[config.mk]
export PLATFORM = sky130hd
export DESIGN_NAME = variant_table_inverse_search
export DESIGN_NICKNAME = d
export VERILOG_FILES = /design/src/rtl/variant_table_inverse_search_pkg.sv /design/src/rtl/variant_table_inverse_search_fwd_map.sv /design/src/rtl/variant_table_inverse_search.sv
export SDC_FILE = /design/constraint.sdc
export NUM_CORES = 1
export LEC_CHECK = 0
export ABC_AREA = 1
export ABC_CLOCK_PERIOD_IN_PS = 3100
export CAP_MARGIN = 30
export CORE_UTILIZATION = 67
export DETAILED_ROUTE_END_ITERATION = 10
export DONT_BUFFER_PORTS = 1
export HOLD_SLACK_MARGIN = 0.15
export PLACE_DENSITY_LB_ADDON = 0.3
export SLEW_MARGIN = 20
export SYNTH_ARGS = -nofsm -noshare
export SYNTH_HDL_FRONTEND = slang
export SYNTH_SLANG_ARGS = --single-unit
[constraint.sdc]
create_clock -name CLK -period 3.1 [get_ports CLK]
set_input_delay 0.62 -clock CLK [delete_from_list [all_inputs] [get_ports CLK]]
set_output_delay 0.62 -clock CLK [all_outputs]
set_load 0.1 [all_outputs]
[src/rtl/variant_table_inverse_search_pkg.sv]
// Shared definitions for the inverse variant-map search: forward map, FSM states, widths.
package variant_table_inverse_search_pkg;

  localparam int NOM_W       = 4;
  localparam int COUNT_W_DEF = 5;

  typedef enum logic [1:0] {
    IDLE = 2'd0,
    SCAN = 2'd1,
    HOLD = 2'd2,
    FIN  = 2'd3
  } state_t;

  // Forward map NOM -> Y; not a bijection, hence the scan in the top.
  function automatic logic [NOM_W-1:0] var_map(input logic [NOM_W-1:0] nom);
    logic [NOM_W-1:0] y;
    case (nom)
      4'h0: y = 4'hC;
      4'h1: y = 4'h2;
      4'h2: y = 4'h9;
      4'h3: y = 4'hA;
      4'h4: y = 4'h7;
      4'h5: y = 4'h1;
      4'h6: y = 4'hC;
      4'h7: y = 4'h0;
      4'h8: y = 4'hF;
      4'h9: y = 4'h1;
      4'hA: y = 4'h3;
      4'hB: y = 4'hD;
      4'hC: y = 4'h8;
      4'hD: y = 4'hE;
      4'hE: y = 4'hA;
      4'hF: y = 4'h6;
      default: y = 4'h0;
    endcase
    return y;
  endfunction

endpackage

[src/rtl/variant_table_inverse_search_fwd_map.sv]
// Combinational wrapper around the forward variant map.
module variant_fwd_map
  import variant_table_inverse_search_pkg::*;
(
  input  logic [NOM_W-1:0] nom,
  output logic [NOM_W-1:0] y
);

  assign y = var_map(nom);

endmodule

[src/rtl/variant_table_inverse_search.sv]
// Scans NOM 0..F through the forward map and streams every preimage of TARGET
// over a valid/ack handshake, finishing with a DONE pulse and the hit count.
module variant_table_inverse_search
  import variant_table_inverse_search_pkg::*;
#(
  parameter int COUNT_W = COUNT_W_DEF
) (
  input  logic               CLK,
  input  logic               RST,
  input  logic               START,
  input  logic [NOM_W-1:0]   TARGET,
  input  logic               HIT_ACK,
  output logic               BUSY,
  output logic               HIT_VALID,
  output logic [NOM_W-1:0]   HIT_NOM,
  output logic               DONE,
  output logic [COUNT_W-1:0] HIT_COUNT
);

  localparam logic [NOM_W-1:0]   IDX_LAST  = '1;
  localparam logic [COUNT_W-1:0] COUNT_MAX = COUNT_W'(16);

  state_t             state, state_nx;
  logic [NOM_W-1:0]   idx, idx_nx;
  logic [NOM_W-1:0]   tgt, tgt_nx;
  logic [NOM_W-1:0]   nom_nx;
  logic [NOM_W-1:0]   map_y;
  logic [COUNT_W-1:0] cnt_nx;
  logic               hv_nx, done_nx, busy_nx, match;

  variant_fwd_map u_map (
    .nom (idx),
    .y   (map_y)
  );

  assign match = (map_y == tgt);

  always_ff @(posedge CLK) begin
    if (RST) begin
      state     <= IDLE;
      idx       <= '0;
      tgt       <= '0;
      HIT_NOM   <= '0;
      HIT_VALID <= 1'b0;
      DONE      <= 1'b0;
      BUSY      <= 1'b0;
      HIT_COUNT <= '0;
    end else begin
      state     <= state_nx;
      idx       <= idx_nx;
      tgt       <= tgt_nx;
      HIT_NOM   <= nom_nx;
      HIT_VALID <= hv_nx;
      DONE      <= done_nx;
      BUSY      <= busy_nx;
      HIT_COUNT <= cnt_nx;
    end
  end

  // DONE is raised on the transition into FIN so it is high exactly while in FIN.
  always_comb begin
    state_nx = state;
    idx_nx   = idx;
    tgt_nx   = tgt;
    nom_nx   = HIT_NOM;
    hv_nx    = HIT_VALID;
    cnt_nx   = HIT_COUNT;
    done_nx  = 1'b0;
    case (state)
      IDLE: begin
        if (START && !DONE) begin
          tgt_nx   = TARGET;
          idx_nx   = '0;
          cnt_nx   = '0;
          state_nx = SCAN;
        end
      end
      SCAN: begin
        if (match) begin
          nom_nx   = idx;
          hv_nx    = 1'b1;
          state_nx = HOLD;
        end else if (idx == IDX_LAST) begin
          done_nx  = 1'b1;
          state_nx = FIN;
        end else begin
          idx_nx = idx + 1'b1;
        end
      end
      HOLD: begin
        if (HIT_ACK) begin
          hv_nx = 1'b0;
          if (HIT_COUNT != COUNT_MAX) cnt_nx = HIT_COUNT + 1'b1;
          if (idx == IDX_LAST) begin
            done_nx  = 1'b1;
            state_nx = FIN;
          end else begin
            idx_nx   = idx + 1'b1;
            state_nx = SCAN;
          end
        end
      end
      FIN: state_nx = IDLE;
      default: state_nx = IDLE;
    endcase
    busy_nx = (state_nx == SCAN) || (state_nx == HOLD);
  end

endmodule

==> reports/results.ini <==
[critical_path]
cpLargestDelayFamily = simple AND/OR/NAND/NOR gates
worst_path_max_delay_cell = dfxtp_1
crit_required_ns = 3.34
startpoint_type = flop
rr_worst_depth = 16
worst_path_largest_cell_delay_ns = 0.43
critPathMostFrequentCell = nand2_1
critical_path_buf_inv_count = 3
crit_path_end_kind = flop
arrival_ns = 2.68
path_depth = 16
crit_type = flop to flop
crit_path_cell_trace = inv_1 > ha_1 > inv_6 > nand2_4 > nor2_2 > nor2_8 > nand2_4 > nand2_1 > nand2_2 > nand2_1 > inv_1 > ha_1 > nand2_1 > nand2_1 > nand2_1 > nand2_1
crit_fanout = 8

[sta]
hold_violations = 0
fin_ws_ns = 0.665
fin_tns_setup_ns = 0
finalSetupViolCount = 0
slew_headroom = 0.349
worstMarginPinSlew_ns = 0.975
finalCriticalPeriod_ns = 2.44
max_clock_freq_mhz = 411
fin_crit_sh = 0.786
rsz0062_at_grt = no
drv_slew = 0
fin_skew_ns = 0.00317

[route]
ant_nets = 0
drt_wl_total_um = 3430
drcViolationCount = 0
drt_first_iter_violations = 37
via_per_inst = 5.64
dr.pass1.iters = 4
vias = 1466
wl_per_cell_um = 13.2

[layout]
fin_nets = 252
finalNonFillerCells = 260
final_util = 0.764
layout_common_cells = nand2_1, inv_1, dfxtp_1
n_antenna_cell = 0
final_area_um2 = 1710
nFillCells = 156
drive_gt1_frac = 0.151
final_common_cell = nand2_1
area_delta_synth_final_pct = 7.15

[global_route]
grt_pass1_vias = 1436
grt_max_degree = 19
antenna_found_initial = 0
grt_pass1_wl_um = 5890
grt_overflow_total = 0
groute.usage.overall = 0.302

[synth]
synth_edf_count = 0
ys_ff_latch = 26
synth_nets = 244
synth-async-reset-ratio = 0
synth_top_flop_cell = dfxtp_1
seq_area_frac_synth = 0.327
synth.distinct_cells = 30
syn_area_um2 = 1590
ys_warn_count = 0
netlist_instances = 225
syn_avg_cell_area_um2 = 7.07

[place]
place_inst = 256
placed_cell_area_um2 = 1650
dp_hpwl_um = 2460
dp_slack_ns = 0.731
gp_congestion = 0.936
io_buffers = 0

[floorplan]
start_util = 0.713
core_region_area_um2 = 2230
dieHeight_um = 50.7
num_rows = 17
ios = 20
fp.dieW_um = 50.7
die-area_um2 = 2570

[worst_hold_path]
hp-class = input pin to flop
hold_depth = 1

[cts]
cts_inserted_buffers = 3
cts.clk_slew.worst_paths_ns = 0.14
cts_tree = built
post_cts_buffers = 0
ctsResizeCount = 0
worstSkewPairLatency_ns = 0.33
cts_root_buf = clkbuf_4
clockBufferDepth = 2
cts_sinks = 26
htreeDepth = 1
postCtsHoldBufs = 0

[power]
ir_worst_vdd_mv = 0.390
leakage_nw = 0.840
power_density_nw_per_um2 = 529

[run_status]
run_status = finished clean

[flow_run]
cap_violations = 0

layout make-up:
class | count | area (um2) | share of cell area
tap | 28 | 35.0 | 0.0205
sequential | 26 | 520 | 0.305
multi-input combinational | 157 | 901 | 0.528
clock inverter | 1 | 30.0 | 0.0176
clock buffer | 3 | 22.5 | 0.0132
inverter | 39 | 151 | 0.0888
timing repair buffer | 6 | 45.0 | 0.0264
worst paths after layout:
path                            slack, ns      endpoint     start
worst max register to register       0.66    u_map.y[2]  state[0]
worst max-delay path                 0.66    u_map.y[2]  state[0]
worst min-delay path                 0.33  HIT_COUNT[1]       RST
worst min register to register       0.47        tgt[1]    tgt[1]
kinds of logic (layout without fill, tap and decap cells):
kind of cell    count (synthesis)  count (layout)  synth area share
simple gates                  109             109             0.344
buf+inv                        42              49             0.107
fa+ha+maj                      11              11            0.0865
compound gates                 34              34             0.119
flops                          26              26             0.327
xor+xnor                        3               3            0.0165
state kept, by name (all words and copies together) (netlist names):
name,count
HIT_VALID,1
u_map.y,4
DONE,1
idx,4
BUSY,1
tgt,4
HIT_NOM,4
HIT_COUNT,5
state,2
per-layer routing:
metal  up-vias  share of wire  global-route usage
met5         -              0                   0
met4         0          0.027               0.116
met3        15          0.063              0.0485
met2        67           0.49               0.540
met1       656           0.42               0.358
li1        728              -                   -
synth_stat cells, drive strengths merged, types with 2 or more instances:
| cell type | n | area [um2] |
|---|---|---|
| nand2 | 61 | 259 |
| inv | 38 | 148 |
| nand3 | 27 | 163 |
| dfxtp | 26 | 521 |
| a21oi | 17 | 85.1 |
| nor2 | 14 | 86.3 |
| o21ai | 13 | 68.8 |
| ha | 11 | 138 |
| nor3 | 4 | 20.0 |
| xor2 | 3 | 26.3 |
| clkbuf | 2 | 7.51 |
where the power goes:
| group | total (mW) | switching [mW] | internal [mW] |
|---|---|---|---|
| clock | 0.234 | 0.103 | 0.131 |
| sequential | 0.434 | 0.0653 | 0.369 |
| combinational | 0.233 | 0.155 | 0.0775 |
stage by stage:
stage / total power, mW / hold slack (ns)
CTS: 0.899 / 0.338
global placement: 0.657 / 0.446
finish: 0.901 / 0.332
floorplan: 0.626 / 0.436
global route: 0.952 / 0.325
detailed placement: 0.668 / 0.453
No activity file was read; power rests on OpenSTA's default activity.
